`config.mk`:
```
export PLATFORM = sky130hd
export DESIGN_NAME = clk_pll_dynphase
export DESIGN_NICKNAME = d
export VERILOG_FILES = /design/src/rtl/clk_pll_pkg.sv /design/src/rtl/clk_lock_filter.sv /design/src/rtl/clk_pll_ehxplll_model.sv /design/src/rtl/clk_pll_dynphase.sv
export SDC_FILE = /design/constraint.sdc
export NUM_CORES = 1
export LEC_CHECK = 0
export BUFFER_PORTS_ARGS = -buffer_cell sky130_fd_sc_hd__buf_4
export CAP_MARGIN = 30
export CORE_UTILIZATION = 55
export CTS_BUF_LIST = sky130_fd_sc_hd__clkbuf_8
export DETAILED_ROUTE_END_ITERATION = 16
export PLACE_DENSITY = 0.8
export SLEW_MARGIN = 20
export SYNTH_ARGS = -nofsm -noshare
export SYNTH_HDL_FRONTEND = slang
export SYNTH_SLANG_ARGS = --single-unit
```
`constraint.sdc`:
```
create_clock -name i_clkin -period 3.8 [get_ports i_clkin]
set_input_delay 0.38 -clock i_clkin [delete_from_list [all_inputs] [get_ports i_clkin]]
set_output_delay 0.38 -clock i_clkin [all_outputs]
set_load 0.01 [all_outputs]
```
`src/rtl/clk_pll_pkg.sv`:
```
// ---------------------------------------------------------------------------
// clk_pll_pkg
// Shared definitions for the ECP5 PLL wrapper with dynamic phase stepping:
//   - ps_state_t   : phase-step controller states
//   - POS_W        : width of each accumulated phase-position counter
//   - N_PLL_OUT    : number of physical EHXPLLL outputs (OP, OS, OS2, OS3)
//   - phasesel_enc : maps a logical output index to the EHXPLLL PHASESEL code
// ---------------------------------------------------------------------------
package clk_pll_pkg;

    localparam int POS_W     = 10;
    localparam int N_PLL_OUT = 4;

    typedef enum logic [2:0] {
        ST_IDLE    = 3'd0,
        ST_SETUP   = 3'd1,
        ST_STEP_LO = 3'd2,
        ST_STEP_HI = 3'd3,
        ST_DONE    = 3'd4
    } ps_state_t;

    // The PLL's PHASESEL code is rotated relative to the output order:
    // OP=11, OS=00, OS2=01, OS3=10.
    function automatic logic [1:0] phasesel_enc(input logic [1:0] sel);
        logic [1:0] enc;
        case (sel)
            2'd0:    enc = 2'b11;
            2'd1:    enc = 2'b00;
            2'd2:    enc = 2'b01;
            default: enc = 2'b10;
        endcase
        return enc;
    endfunction

endpackage

```
`src/rtl/clk_lock_filter.sv`:
```
// ---------------------------------------------------------------------------
// clk_lock_filter
// Synchronises a raw PLL LOCK into the i_clk domain and only reports lock
// after it has been stable for LOCK_CNT consecutive synchronised cycles.
// Any synchronised low drops o_locked on the following cycle.
// Ports:
//   i_clk    : reference clock for the filter
//   i_rstn   : asynchronous active-low reset
//   i_lock   : raw, asynchronous PLL lock
//   o_locked : filtered lock (registered, i_clk domain)
// ---------------------------------------------------------------------------
module clk_lock_filter #(
    parameter int LOCK_CNT = 1024
) (
    input  logic i_clk,
    input  logic i_rstn,
    input  logic i_lock,
    output logic o_locked
);

    localparam int CNT_W = (LOCK_CNT > 1) ? $clog2(LOCK_CNT) : 1;
    localparam logic [CNT_W-1:0] CNT_MAX = CNT_W'(LOCK_CNT - 1);

    logic             r_sync1;
    logic             r_sync2;
    logic [CNT_W-1:0] r_cnt;
    logic             r_locked;

    always_ff @(posedge i_clk or negedge i_rstn) begin
        if (!i_rstn) begin
            r_sync1  <= 1'b0;
            r_sync2  <= 1'b0;
            r_cnt    <= '0;
            r_locked <= 1'b0;
        end else begin
            r_sync1 <= i_lock;
            r_sync2 <= r_sync1;
            // Counter saturates at CNT_MAX so it never wraps back to zero.
            if (!r_sync2) begin
                r_cnt <= '0;
            end else if (r_cnt != CNT_MAX) begin
                r_cnt <= r_cnt + 1'b1;
            end
            r_locked <= r_sync2 && (r_cnt == CNT_MAX);
        end
    end

    assign o_locked = r_locked;

endmodule

```
`src/rtl/clk_pll_ehxplll_model.sv`:
```
// ---------------------------------------------------------------------------
// EHXPLLL (behavioural stand-in)
// Minimal port-compatible model of the Lattice ECP5 EHXPLLL primitive so the
// wrapper can be linted and simulated without the vendor library. All outputs
// follow CLKI and LOCK is high whenever the PLL is not held in reset/standby.
// Keep this file out of the synthesis file list: the vendor cell library
// provides the real primitive.
// Ports: identical names to the vendor primitive (CLKI, CLKFB, PHASE*,
//   ENCLK*, CLKO*, LOCK, INTLOCK, REFCLK, CLKINTFB, ...).
// ---------------------------------------------------------------------------
module EHXPLLL #(
    parameter int    CLKI_DIV      = 1,
    parameter int    CLKFB_DIV     = 1,
    parameter int    CLKOP_DIV     = 8,
    parameter int    CLKOS_DIV     = 8,
    parameter int    CLKOS2_DIV    = 8,
    parameter int    CLKOS3_DIV    = 8,
    parameter int    CLKOP_CPHASE  = 0,
    parameter int    CLKOS_CPHASE  = 0,
    parameter int    CLKOS2_CPHASE = 0,
    parameter int    CLKOS3_CPHASE = 0,
    parameter int    CLKOP_FPHASE  = 0,
    parameter int    CLKOS_FPHASE  = 0,
    parameter int    CLKOS2_FPHASE = 0,
    parameter int    CLKOS3_FPHASE = 0,
    parameter string CLKOP_ENABLE  = "ENABLED",
    parameter string CLKOS_ENABLE  = "DISABLED",
    parameter string CLKOS2_ENABLE = "DISABLED",
    parameter string CLKOS3_ENABLE = "DISABLED",
    parameter string FEEDBK_PATH   = "CLKOP",
    parameter string DPHASE_SOURCE = "DISABLED",
    parameter string PLLRST_ENA    = "DISABLED",
    parameter string STDBY_ENABLE  = "DISABLED",
    parameter string INTFB_WAKE    = "DISABLED"
) (
    input  logic CLKI,
    input  logic CLKFB,
    input  logic PHASESEL1,
    input  logic PHASESEL0,
    input  logic PHASEDIR,
    input  logic PHASESTEP,
    input  logic PHASELOADREG,
    input  logic STDBY,
    input  logic PLLWAKESYNC,
    input  logic RST,
    input  logic ENCLKOP,
    input  logic ENCLKOS,
    input  logic ENCLKOS2,
    input  logic ENCLKOS3,
    output logic CLKOP,
    output logic CLKOS,
    output logic CLKOS2,
    output logic CLKOS3,
    output logic LOCK,
    output logic INTLOCK,
    output logic REFCLK,
    output logic CLKINTFB
);

    localparam int NUM_SUM = CLKI_DIV + CLKFB_DIV + CLKOP_DIV + CLKOS_DIV
                           + CLKOS2_DIV + CLKOS3_DIV + CLKOP_CPHASE + CLKOS_CPHASE
                           + CLKOS2_CPHASE + CLKOS3_CPHASE + CLKOP_FPHASE
                           + CLKOS_FPHASE + CLKOS2_FPHASE + CLKOS3_FPHASE;
    localparam bit STR_ANY = (CLKOP_ENABLE != "") || (CLKOS_ENABLE != "")
                           || (CLKOS2_ENABLE != "") || (CLKOS3_ENABLE != "")
                           || (FEEDBK_PATH != "") || (DPHASE_SOURCE != "")
                           || (PLLRST_ENA != "") || (STDBY_ENABLE != "")
                           || (INTFB_WAKE != "");

    logic w_unused_cfg;
    assign w_unused_cfg = ^{CLKFB, PHASESEL1, PHASESEL0, PHASEDIR, PHASESTEP,
                            PHASELOADREG, PLLWAKESYNC, ENCLKOP, ENCLKOS,
                            ENCLKOS2, ENCLKOS3, (NUM_SUM != 0), STR_ANY};

    assign CLKOP    = CLKI;
    assign CLKOS    = CLKI;
    assign CLKOS2   = CLKI;
    assign CLKOS3   = CLKI;
    assign LOCK     = ~(RST | STDBY);
    assign INTLOCK  = LOCK;
    assign REFCLK   = CLKI;
    assign CLKINTFB = CLKI;

endmodule

```
`src/rtl/clk_pll_dynphase.sv`:
```
// ---------------------------------------------------------------------------
// clk_pll_dynphase
// ECP5 EHXPLLL wrapper with up to four outputs, a filtered lock output and a
// runtime phase-step controller driving the PLL dynamic-phase pins. Each
// accepted request selects an output, a direction and a step count; the
// controller sets up PHASESEL/PHASEDIR, emits the PHASESTEP low pulses and
// tracks the accumulated phase position per output (mod 8*DIV).
// Ports:
//   i_clkin    : 25 MHz reference, also clocks the controller
//   i_rstn     : asynchronous active-low reset
//   o_clkout   : PLL outputs, bit k = OP, OS, OS2, OS3
//   o_locked   : filtered lock in the i_clkin domain
//   i_ps_valid / o_ps_ready : request handshake
//   i_ps_sel   : output index, i_ps_dir: 0 delay / 1 advance
//   i_ps_count : number of steps (0 completes immediately)
//   o_ps_done  : one-cycle completion pulse, o_ps_err valid with it
//   o_ps_pos   : 4 x POS_W accumulated positions, output k at [k*POS_W +: POS_W]
// ---------------------------------------------------------------------------
module clk_pll_dynphase
    import clk_pll_pkg::*;
#(
    parameter int CLKI_DIV      = 1,
    parameter int CLKFB_DIV     = 4,
    parameter int CLKOP_DIV     = 6,
    parameter int CLKOS_DIV     = 6,
    parameter int CLKOS2_DIV    = 4,
    parameter int CLKOS3_DIV    = 6,
    parameter int CLKOP_CPHASE  = 0,
    parameter int CLKOS_CPHASE  = 0,
    parameter int CLKOS2_CPHASE = 0,
    parameter int CLKOS3_CPHASE = 0,
    parameter int CLKOP_FPHASE  = 0,
    parameter int CLKOS_FPHASE  = 0,
    parameter int CLKOS2_FPHASE = 0,
    parameter int CLKOS3_FPHASE = 0,
    parameter int N_OUT         = 3,
    parameter int STEP_LOW      = 4,
    parameter int STEP_GAP      = 4,
    parameter int SETUP_CYC     = 2,
    parameter int LOCK_CNT      = 1024
) (
    input  logic                   i_clkin,
    input  logic                   i_rstn,
    output logic [N_OUT-1:0]       o_clkout,
    output logic                   o_locked,
    input  logic                   i_ps_valid,
    output logic                   o_ps_ready,
    input  logic [1:0]             i_ps_sel,
    input  logic                   i_ps_dir,
    input  logic [7:0]             i_ps_count,
    output logic                   o_ps_done,
    output logic                   o_ps_err,
    output logic [4*POS_W-1:0]     o_ps_pos
);

    // Timer reload values; all phase timings are assumed to be 1..256 cycles.
    localparam logic [7:0] SETUP_LD = 8'(SETUP_CYC - 1);
    localparam logic [7:0] LOW_LD   = 8'(STEP_LOW - 1);
    localparam logic [7:0] GAP_LD   = 8'(STEP_GAP - 1);

    // ------------------------------------------------------------------
    // PLL primitive
    // ------------------------------------------------------------------
    logic [N_PLL_OUT-1:0] w_pll_clk;
    logic                 w_pll_lock;
    logic                 w_clkintfb;
    logic                 w_intlock;
    logic                 w_refclk;
    logic                 w_phasestep;
    logic [1:0]           r_phasesel;
    logic                 r_phasedir;

    (* ICP_CURRENT="12" *) (* LPF_RESISTOR="8" *)
    (* MFG_ENABLE_FILTEROPAMP="1" *) (* MFG_GMCREF_SEL="2" *)
    EHXPLLL #(
        .CLKI_DIV      (CLKI_DIV),
        .CLKFB_DIV     (CLKFB_DIV),
        .CLKOP_DIV     (CLKOP_DIV),
        .CLKOS_DIV     (CLKOS_DIV),
        .CLKOS2_DIV    (CLKOS2_DIV),
        .CLKOS3_DIV    (CLKOS3_DIV),
        .CLKOP_CPHASE  (CLKOP_CPHASE),
        .CLKOS_CPHASE  (CLKOS_CPHASE),
        .CLKOS2_CPHASE (CLKOS2_CPHASE),
        .CLKOS3_CPHASE (CLKOS3_CPHASE),
        .CLKOP_FPHASE  (CLKOP_FPHASE),
        .CLKOS_FPHASE  (CLKOS_FPHASE),
        .CLKOS2_FPHASE (CLKOS2_FPHASE),
        .CLKOS3_FPHASE (CLKOS3_FPHASE),
        .CLKOP_ENABLE  ("ENABLED"),
        .CLKOS_ENABLE  ((N_OUT >= 2) ? "ENABLED" : "DISABLED"),
        .CLKOS2_ENABLE ((N_OUT >= 3) ? "ENABLED" : "DISABLED"),
        .CLKOS3_ENABLE ((N_OUT >= 4) ? "ENABLED" : "DISABLED"),
        .FEEDBK_PATH   ("INT_OP"),
        .DPHASE_SOURCE ("ENABLED"),
        .PLLRST_ENA    ("DISABLED"),
        .STDBY_ENABLE  ("DISABLED"),
        .INTFB_WAKE    ("DISABLED")
    ) u_pll (
        .CLKI         (i_clkin),
        .CLKFB        (w_clkintfb),
        .PHASESEL1    (r_phasesel[1]),
        .PHASESEL0    (r_phasesel[0]),
        .PHASEDIR     (r_phasedir),
        .PHASESTEP    (w_phasestep),
        .PHASELOADREG (1'b0),
        .STDBY        (1'b0),
        .PLLWAKESYNC  (1'b0),
        .RST          (1'b0),
        .ENCLKOP      (1'b0),
        .ENCLKOS      (1'b0),
        .ENCLKOS2     (1'b0),
        .ENCLKOS3     (1'b0),
        .CLKOP        (w_pll_clk[0]),
        .CLKOS        (w_pll_clk[1]),
        .CLKOS2       (w_pll_clk[2]),
        .CLKOS3       (w_pll_clk[3]),
        .LOCK         (w_pll_lock),
        .INTLOCK      (w_intlock),
        .REFCLK       (w_refclk),
        .CLKINTFB     (w_clkintfb)
    );

    assign o_clkout = w_pll_clk[N_OUT-1:0];

    logic w_unused_pll;
    assign w_unused_pll = ^{w_pll_clk, w_intlock, w_refclk};

    // ------------------------------------------------------------------
    // Lock filter
    // ------------------------------------------------------------------
    logic w_locked;

    clk_lock_filter #(
        .LOCK_CNT (LOCK_CNT)
    ) u_lock_filter (
        .i_clk    (i_clkin),
        .i_rstn   (i_rstn),
        .i_lock   (w_pll_lock),
        .o_locked (w_locked)
    );

    assign o_locked = w_locked;

    // ------------------------------------------------------------------
    // Phase-step controller FSM
    // ------------------------------------------------------------------
    ps_state_t  r_state, w_state_next;
    logic [7:0] r_tmr, w_tmr_next;
    logic [7:0] r_rem, w_rem_next;
    logic [1:0] r_sel, w_sel_next;
    logic       r_dir, w_dir_next;
    logic       r_err, w_err_next;
    logic [1:0] w_phasesel_next;
    logic       w_phasedir_next;
    logic       w_step_evt;
    logic       w_ps_ready;
    logic       w_accept;

    assign w_ps_ready = w_locked && (r_state == ST_IDLE);
    assign w_accept   = i_ps_valid && w_ps_ready;

    always_ff @(posedge i_clkin or negedge i_rstn) begin
        if (!i_rstn) begin
            r_state    <= ST_IDLE;
            r_tmr      <= '0;
            r_rem      <= '0;
            r_sel      <= '0;
            r_dir      <= 1'b0;
            r_err      <= 1'b0;
            r_phasesel <= 2'b00;
            r_phasedir <= 1'b0;
        end else begin
            r_state    <= w_state_next;
            r_tmr      <= w_tmr_next;
            r_rem      <= w_rem_next;
            r_sel      <= w_sel_next;
            r_dir      <= w_dir_next;
            r_err      <= w_err_next;
            r_phasesel <= w_phasesel_next;
            r_phasedir <= w_phasedir_next;
        end
    end

    always_comb begin
        w_state_next    = r_state;
        w_tmr_next      = r_tmr;
        w_rem_next      = r_rem;
        w_sel_next      = r_sel;
        w_dir_next      = r_dir;
        w_err_next      = r_err;
        w_phasesel_next = r_phasesel;
        w_phasedir_next = r_phasedir;
        w_step_evt      = 1'b0;

        case (r_state)
            ST_IDLE: begin
                if (w_accept) begin
                    w_sel_next = i_ps_sel;
                    w_dir_next = i_ps_dir;
                    w_err_next = 1'b0;
                    if (i_ps_count == 8'd0) begin
                        // Zero-step request completes without touching the pins.
                        w_state_next = ST_DONE;
                    end else begin
                        w_state_next    = ST_SETUP;
                        w_rem_next      = i_ps_count;
                        w_tmr_next      = SETUP_LD;
                        w_phasesel_next = phasesel_enc(i_ps_sel);
                        w_phasedir_next = i_ps_dir;
                    end
                end
            end
            ST_SETUP: begin
                if (!w_locked) begin
                    w_state_next = ST_DONE;
                    w_err_next   = 1'b1;
                end else if (r_tmr == 8'd0) begin
                    w_state_next = ST_STEP_LO;
                    w_tmr_next   = LOW_LD;
                end else begin
                    w_tmr_next = r_tmr - 8'd1;
                end
            end
            ST_STEP_LO: begin
                if (!w_locked) begin
                    w_state_next = ST_DONE;
                    w_err_next   = 1'b1;
                end else if (r_tmr == 8'd0) begin
                    // A step counts as applied once PHASESTEP rises again.
                    w_state_next = ST_STEP_HI;
                    w_tmr_next   = GAP_LD;
                    w_rem_next   = r_rem - 8'd1;
                    w_step_evt   = 1'b1;
                end else begin
                    w_tmr_next = r_tmr - 8'd1;
                end
            end
            ST_STEP_HI: begin
                if (!w_locked) begin
                    w_state_next = ST_DONE;
                    w_err_next   = 1'b1;
                end else if (r_tmr == 8'd0) begin
                    if (r_rem == 8'd0) begin
                        w_state_next = ST_DONE;
                    end else begin
                        w_state_next = ST_STEP_LO;
                        w_tmr_next   = LOW_LD;
                    end
                end else begin
                    w_tmr_next = r_tmr - 8'd1;
                end
            end
            ST_DONE: begin
                w_state_next = ST_IDLE;
            end
            default: begin
                w_state_next = ST_IDLE;
            end
        endcase
    end

    // PHASESTEP is gated by the filtered lock so it releases in the same
    // cycle lock is lost, not one cycle later when the FSM leaves STEP_LO.
    assign w_phasestep = !((r_state == ST_STEP_LO) && w_locked);

    assign o_ps_ready = w_ps_ready;
    assign o_ps_done  = (r_state == ST_DONE);
    assign o_ps_err   = (r_state == ST_DONE) && r_err;

    // ------------------------------------------------------------------
    // Accumulated phase position per output, modulo 8*DIV
    // ------------------------------------------------------------------
    genvar gi;
    generate
        for (gi = 0; gi < N_PLL_OUT; gi++) begin : g_pos
            localparam int DIV = (gi == 0) ? CLKOP_DIV :
                                 (gi == 1) ? CLKOS_DIV :
                                 (gi == 2) ? CLKOS2_DIV : CLKOS3_DIV;
            localparam logic [POS_W-1:0] POS_MAX = POS_W'(8 * DIV - 1);

            if (gi < N_OUT) begin : g_on
                logic [POS_W-1:0] r_pos;

                always_ff @(posedge i_clkin or negedge i_rstn) begin
                    if (!i_rstn) begin
                        r_pos <= '0;
                    end else if (w_step_evt && (r_sel == 2'(gi))) begin
                        if (!r_dir) begin
                            r_pos <= (r_pos == POS_MAX) ? '0 : r_pos + 1'b1;
                        end else begin
                            r_pos <= (r_pos == '0) ? POS_MAX : r_pos - 1'b1;
                        end
                    end
                end

                assign o_ps_pos[gi*POS_W +: POS_W] = r_pos;
            end else begin : g_off
                // Steps on a disabled output still pulse the pins but are
                // not tracked.
                assign o_ps_pos[gi*POS_W +: POS_W] = '0;
            end
        end
    endgenerate

endmodule

```
## Word level (Yosys, flattened, before mapping)

Cells that the tools add are included.

- Output and inout port bits: 47
- Bits of input ports: 14
- Word-level logic and storage cells: 110
- Register bits: 66

- Multiplexer cells: 40
- Reductions and logical operators: 25
- Eq/ne operators: 23
- $add $sub $neg: 9

Operator list:

| kind | count |
|---|---|
| $mux 10 | 11 |
| $mux 8 | 11 |
| $add 10x1->10 const B | 4 |
| $logic_not 10->1 | 3 |
| $sub 10x1->10 const B | 3 |
| $mux 3 | 9 |
| $logic_not 8->1 | 3 |
| $pmux 8 s3 | 1 |
| $eq 10x6->1 const B | 2 |
| $pmux 8 s2 | 1 |
| $sub 8x1->8 const B | 2 |
| $ne 3x3->1 const B | 4 |
| $pmux 3 s4 | 1 |
| $eq 10x10->1 const B | 1 |
| $eq 10x5->1 const B | 1 |
| $ne 10x10->1 const B | 1 |
| $ne 2x2->1 const B | 5 |
| $logic_and 1x1->1 | 7 |
| $eq 3x2->1 const B | 2 |
| $ne 2x1->1 const B | 3 |
| $reduce_and 6->1 | 1 |
| $mux 1 | 5 |
| $reduce_and 5->1 | 1 |
| $reduce_and 4->1 | 1 |
| 13 further kinds | 14 |

## Logic depth before layout (Yosys ltp)

Gate-level depths: netlist of the first run.

- Depth in word-level cells: 5
- Depth in mapped cells: 9
- Depth with buffers taken out: 7

## Hierarchy

A second synthesis of the first run with hierarchy kept.

- Cells, all modules: 598
- Area total of the unflattened synthesis: 4,959.8 µm²

By module, submodules not included:

| module | cells each | seq. area each (µm²) | instances | area each (µm²) |
|---|---|---|---|---|
| clk_pll_dynphase | 530 | 1,401.3 | 1 | 4,287.9 |
| clk_lock_filter | 60 | 325.3 | 1 | 615.6 |
| EHXPLLL | 8 | 0.0 | 1 | 56.3 |

==> summary.log, run 1 <==
[setup_path] critical path type reg2reg
[cts] post-CTS sizing 0
[synthesis] area leader, netlist dfrtp_1
[synthesis] synthesized area per cell 8.14 um2
[cts] clock latency of the later-clocked register in the worst-skew pair 0.46 ns
[synthesis] portion of synthesized cell area occupied by the leading cell type 34.3%
[floorplan] die height 95.5 um
[setup_path] setup slack, reg-to-reg 0.96 ns
[setup_path] Critical Path Fanout Max 14
[setup_path] type of element capturing the critical path flop
[layout] most frequent standard cell in the layout excluding fill and tap cells dfrtp_1
[power] maximum vdd ir drop 0.254 mV
[floorplan] horizontal die dimension 95.5 um
[timing] post-route clock period utilization 74.8%
[routing] post-detailed-route count of antenna-violating nets 0
[layout] Final #Nets 649
[synthesis] Synth Cell Area 4810 um2
[synthesis] register area share after synthesis 34.3%
[synthesis] share of flip-flops with an asynchronous set or reset 100%
[routing] via count 4802
[floorplan] initial core utilization 57.7%
[routing] Total Wirelength 12000 um
[grt] maximum number of pins on one net before global-route repair 67
[placement] total of buffers placed on input and output ports 50
[routing] Detailed Route Iter0 Violations 390
[timing] max_slew headroom 37.0%
[run_status] run status complete, but fails checks
[synthesis] synthesized-area fraction occupied by and/or/nand/nor cells 26.7%
[grt] first-pass GRT wire length 19900 um
[timing] unrepaired setup endpoints after global routing no
[synthesis] Ys Warns 0
[setup_path] worst path arrival time 3.23 ns
[layout] share of layout cells above drive strength 1 14.5%
[floorplan] number of cell rows 33
[power] pwr dens 289 nW/um2
[timing] post-route minimum period 2.84 ns
[timing] Max Clock Skew 0.0105 ns
[placement] Detailed Place HPWL 8340 um
[synthesis] largest cells by area after synthesis dfrtp_1, o21ai_0, a21oi_1, nand2_1, ha_1
[cts] CTS Hold Bufs 0
[timing] Hold Violations, Final 4
[synthesis] Primary FF master, synth dfrtp_1
[cts] number of buffers added for setup after CTS 0
[cts] CTS tree built
[timing] pin slew with the least headroom to its limit 0.937 ns
[synthesis] flip-flop and latch count after synthesis 66
[grt] GR Util All Layers 28.0%
[setup_path] required time of the worst setup path 4.19 ns
[timing] worst hold margin -0.0126 ns
[timing] number of pins with negative max-slew slack in the final report 0
[run] maximum capacitance violations 0
[worst_hold_path] classification of the worst-slack hold path in2async
[floorplan] Boundary Pins 61
[timing] number of failing setup endpoints in the final timing report 0
[synthesis] mux share of post-synthesis cell area 2.39%
[synthesis] Post-synth EDFFs 0
[routing] detailed-route vias per instance 6.57
[placement] weighted congestion at the end of routability-driven global placement 0.892
[layout] diode count 0
[synthesis] post-synthesis xor/xnor area fraction 1.64%
[grt] initial antenna violation count 0
[power] final total power 0.00156 W
[setup_path] startpoint kind of the worst setup timing path flop
[routing] remaining design rule violation count 0
[cts] clock-pin transition on the worst setup and hold timing paths 0.08 ns
[power] Static Leakage 2.34 nW
[synthesis] count of distinct cell types in the synthesized netlist 64
[floorplan] total die area 9130 um2
[routing] Routed wire per std cell 16.4 um
[synthesis] Post-Synth Adder-Cell Area 3.64%
[synthesis] main combinational cell family by area after synthesis simple AND/OR/NAND/NOR gates
[floorplan] core area 8340 um2
[run_status] violations in the final reports hold timing
[synthesis] synthesized-area fraction occupied by ao, oa, aoi and oai cells 24.5%
[timing] peak clock frequency supported by timing 352 MHz
[layout] Layout Area Growth over Synthesis 12.5%
[routing] DR pass1 iterations 7
[grt] grt total ovfl 0
[grt] via count of the first global-routing pass 4356
[layout] commonest non-fill, non-tap cells in the layout dfrtp_1, buf_4, nand2_1
[timing] Total Negative Setup Slacks 0 ns
[synthesis] Gate Count Post-Synth 591
[worst max-delay path: stages (launching register included)]
cell and delay, ns:
dfrtp_1 0.40, or4_1 0.64, or4_1 0.66, or3_4 0.47, or4_1 0.53, nand2_1 0.08
[through the flow]
stage | cell area, um2 | setup slack, ns | hold WS (ns) | instances | utilization (%)
after floorplan | 4850 | 1.20 | 0.0844 | 600 | -
after global placement | 5150 | 1.04 | 0.335 | 710 | 61.7
after detailed placement | 5150 | 0.987 | 0.337 | 710 | 61.7
after CTS | 5410 | 0.968 | 0.0460 | 730 | 64.8
after global routing | 5410 | 0.895 | 0.0830 | 731 | 64.9
final | 5410 | 0.959 | -0.0126 | 731 | 64.9
[area by class of cell]
type                       instances  area (um2)
sequential                        66        1650
clock buffer                      16         201
clock inverter                     7        77.6
fill                             725        2930
timing repair buffer              53         395
inverter                          22        82.6
tap                              105         131
multi-input combinational        462        2870
[per-layer routing]
layer	global-route usage (%)	wire length (um)
met5	0	0
met4	13.2	234
met3	6.46	795
met2	44.8	5800
met1	35.8	5160
[power breakdown]
group	total, W	internal, W	switching [W]
clock	0.000794	0.000460	0.000334
sequential	0.000712	0.000707	0.00000444
combinational	0.0000583	0.0000196	0.0000387
total	0.00156	0.00119	0.000377
[cell families (layout without fill, tap and decap cells)]
logic type / count (synthesis) / after routing
simple gates: 242 / 242
compound gates: 175 / 175
buf+inv: 72 / 98
flops: 66 / 66
fa+ha+maj: 14 / 14
mux: 11 / 11
xor+xnor: 9 / 9
other cells: 2 / 11
[path summary, 6_finish.rpt]
| path | from | endpoint | depth (start not counted) |
|---|---|---|---|
| hold reg to reg | u_lock_filter.r_sync1 | u_lock_filter.r_sync2 | 0 |
| hold / removal | i_rstn | g_pos[1].g_on.r_pos[6] | 1 |
| max in group asynchronous | i_rstn | g_pos[0].g_on.r_pos[0] | 1 |
| setup reg to reg | r_tmr[4] | g_pos[0].g_on.r_pos[2] | 5 |
| min in group i_clkin | i_ps_sel[1] | r_sel[1] | 2 |
| setup / recovery | r_tmr[4] | g_pos[0].g_on.r_pos[2] | 5 |
[cells in the mapped netlist, types with 6 or more instances]
library cell / instances
and2_1: 8
dfrtp_1: 66
a21oi_1: 37
nand2_1: 48
nand4_1: 17
nor3_1: 26
or4_1: 14
xnor2_1: 7
o21ai_0: 38
nor4_1: 11
clkbuf_1: 31
buf_4: 13
mux2i_1: 7
inv_1: 20
and3_1: 10
a22o_1: 6
a31oi_1: 17
nand2b_1: 7
nor2_1: 46
ha_1: 14
nand3_1: 28
o31ai_1: 14
[sequential cells by signal (all words and copies together), names as in the netlist]
register / count
g_pos.g_on.r_pos: 30
u_lock_filter.r_cnt: 10
r_rem: 8
r_tmr: 8
r_state: 3
r_sel: 2
r_dir: 1
r_err: 1
u_lock_filter.o_locked: 1
u_lock_filter.r_sync1: 1
u_lock_filter.r_sync2: 1
(Power assumes the default switching activity.)
==> inputs of run 2 (changes only) <==
Clock period 3.8 ns to 2.95 ns, I/O delays scaled along.
==> summary.log, run 2 (same netlist as run 1, synthesis figures left out) <==
[routing] via count 4781 [-0.44%]
[layout] Layout Area Growth over Synthesis 15.4%
[layout] Final #Nets 666 [+2.6%]
[setup_path] dominant delay contributor by cell family on the critical path simple AND/OR/NAND/NOR gates
[grt] GR Util All Layers 27.8% [-0.19 points]
[placement] Detailed Place HPWL 8380 um [+0.55%]
[layout] share of layout cells above drive strength 1 16.8% [+2.2 points]
[layout] diode count 0 [unchanged]
[timing] post-route minimum period 2.66 ns [-0.183 ns]
[floorplan] number of cell rows 33 [unchanged]
[placement] total of buffers placed on input and output ports 50 [unchanged]
[setup_path] worst path arrival time 3.04 ns [-0.19 ns]
[timing] Total Negative Setup Slacks 0 ns [unchanged]
[routing] remaining design rule violation count 0 [unchanged]
[timing] Hold Violations, Final 0 [-4]
[setup_path] required time of the worst setup path 3.33 ns [-0.86 ns]
[layout] most frequent standard cell in the layout excluding fill and tap cells buf_4
[routing] detailed-route vias per instance 6.38 [-2.8%]
[timing] pin slew with the least headroom to its limit 0.962 ns [+0.0252 ns]
[routing] post-detailed-route count of antenna-violating nets 0 [unchanged]
[layout] fillcell total 696 [-4.0%]
[setup_path] number of buffers and inverters on the critical path 0 [unchanged]
[setup_path] startpoint kind of the worst setup timing path flop
[floorplan] horizontal die dimension 95.5 um [unchanged]
[timing] max_slew headroom 35.4% [-1.7 points]
[routing] DR pass1 iterations 5 [-2]
[timing] Max Clock Skew 0.0120 ns [+0.00154 ns]
[routing] Detailed Route Iter0 Violations 475 [+22%]
[placement] weighted congestion at the end of routability-driven global placement 0.917 [+2.8%]
[layout] max reg flops 30 [unchanged]
[cts] clock latency of the later-clocked register in the worst-skew pair 0.44 ns [-0.02 ns]
[power] maximum vdd ir drop 0.374 mV [+47%]
[floorplan] total die area 9130 um2 [unchanged]
[layout] commonest non-fill, non-tap cells in the layout buf_4, dfrtp_1, nand2_1
[timing] number of failing setup endpoints in the final timing report 0 [unchanged]
[grt] grt total ovfl 0 [unchanged]
[run_status] run status completed
[routing] Total Wirelength 11900 um [-0.85%]
[setup_path] type of element capturing the critical path flop
[grt] maximum number of pins on one net before global-route repair 67 [unchanged]
[timing] post-route clock period utilization 90.1% [+15 points]
[layout] biggest regs g_pos.g_on.r_pos: 30 flops, u_lock_filter.r_cnt: 10 flops
[grt] via count of the first global-routing pass 4335 [-0.48%]
[timing] number of pins with negative max-slew slack in the final report 0 [unchanged]
[floorplan] die height 95.5 um [unchanged]
[power] Static Leakage 2.42 nW [+3.5%]
[setup_path] master of the slowest instance on the critical path or4_1
[cts] number of buffers added for setup after CTS 0 [unchanged]
[power] pwr dens 351 nW/um2 [+21%]
[setup_path] critical path type reg2reg
[setup_path] most prevalent standard cell on the critical path or4_1
[floorplan] core area 8340 um2 [unchanged]
[layout] Top reg by flops g_pos.g_on.r_pos
[cts] CTS tree built
[power] final total power 0.00195 W [+25%]
[setup_path] crit-path max cell delay 0.60 ns [-0.06 ns]
[setup_path] Critical Path Fanout Max 14 [unchanged]
[floorplan] Boundary Pins 61 [unchanged]
[floorplan] initial core utilization 57.7% [unchanged]
[setup_path] critical path cell sequence or4_1 -> or4_1 -> or3_4 -> or4_1 -> nand2_1
[routing] Routed wire per std cell 15.9 um [-3.2%]
[cts] clock-pin transition on the worst setup and hold timing paths 0.08 ns [about the same]
[worst_hold_path] classification of the worst-slack hold path in2reg
[grt] first-pass GRT wire length 19900 um [-0.18%]
[run] maximum capacitance violations 0 [unchanged]
[timing] peak clock frequency supported by timing 376 MHz [+6.9%]
[grt] initial antenna violation count 0 [unchanged]
[timing] unrepaired setup endpoints after global routing no
-- run 2: changes by cell type in the layout (fill, tap and decap cells not counted), sizes merged --
cell	previous run	this run
clkinvlp	1	2
dlygate4sd3	0	1
bufinv	2	1
buf	55	72
-- run 2: layer usage --
| layer | up-vias | part of all wire (%) | GRT usage (%) |
|---|---|---|---|
| met4 | 0 | 2.4 | 13.8 |
| li1 | 2311 | - | - |
| met3 | 32 | 5.6 | 4.70 |
| met1 | 2263 | 44 | 36.7 |
| met5 | - | 0 | 0 |
| met2 | 175 | 48 | 44.0 |
-- run 2: final timing paths --
path	from	endpoint	slack, ns	cells after the start
max	r_tmr[2]	g_pos[0].g_on.r_pos[2]	0.29	5
min	i_ps_sel[1]	r_sel[1]	0.08	2
max reg2reg	r_tmr[2]	g_pos[0].g_on.r_pos[2]	0.29	5
min reg2reg	u_lock_filter.r_sync1	u_lock_filter.r_sync2	0.35	0
max in group asynchronous	i_rstn	u_lock_filter.o_locked	2.15	3
min in group asynchronous	i_rstn	g_pos[0].g_on.r_pos[2]	0.27	2
-- run 2: repair_timing --
| item | 4_1_cts | 5_1_grt |
|---|---|---|
| resized for setup | 0 | 0 |
| endpoints found under the hold margin | 31 | 0 |
| hold buffers | 1 | 0 |
-- run 2: final cells by class --
type                    instances  area, um2  area share (%)
clock inverters                 7       51.3           0.924
inverters                      22       82.6            1.49
repair buffers                 70        548            9.87
clock buffers                  17        215            3.88
well taps                     105        131            2.37
multi-input cells             462       2870            51.7
flip-flops and latches         66       1650            29.7
-- run 2: report_power, final --
part | internal, W | total [W] | leakage [nW] | switching, W
Combinational | 0.0000307 | 0.0000821 | 1.40 | 0.0000514
Clock | 0.000532 | 0.000949 | 0.145 | 0.000417
Sequential | 0.000911 | 0.000917 | 0.882 | 0.00000541
Total | 0.00147 | 0.00195 | 2.42 | 0.000473
-- run 2: per-stage QoR --
stage	utilization, %	hold WS, ns	cells	area, um2	worst slack (ns)
2_1_floorplan	-	-0.000591	600	4850	0.349
3_3_place_gp	63.2	0.336	726	5270	0.347
3_5_place_dp	63.2	0.340	726	5270	0.308
4_1_cts	66.2	0.0672	748	5520	0.298
5_1_grt	66.6	0.0737	749	5550	0.191
6_report	66.6	0.0806	749	5550	0.292
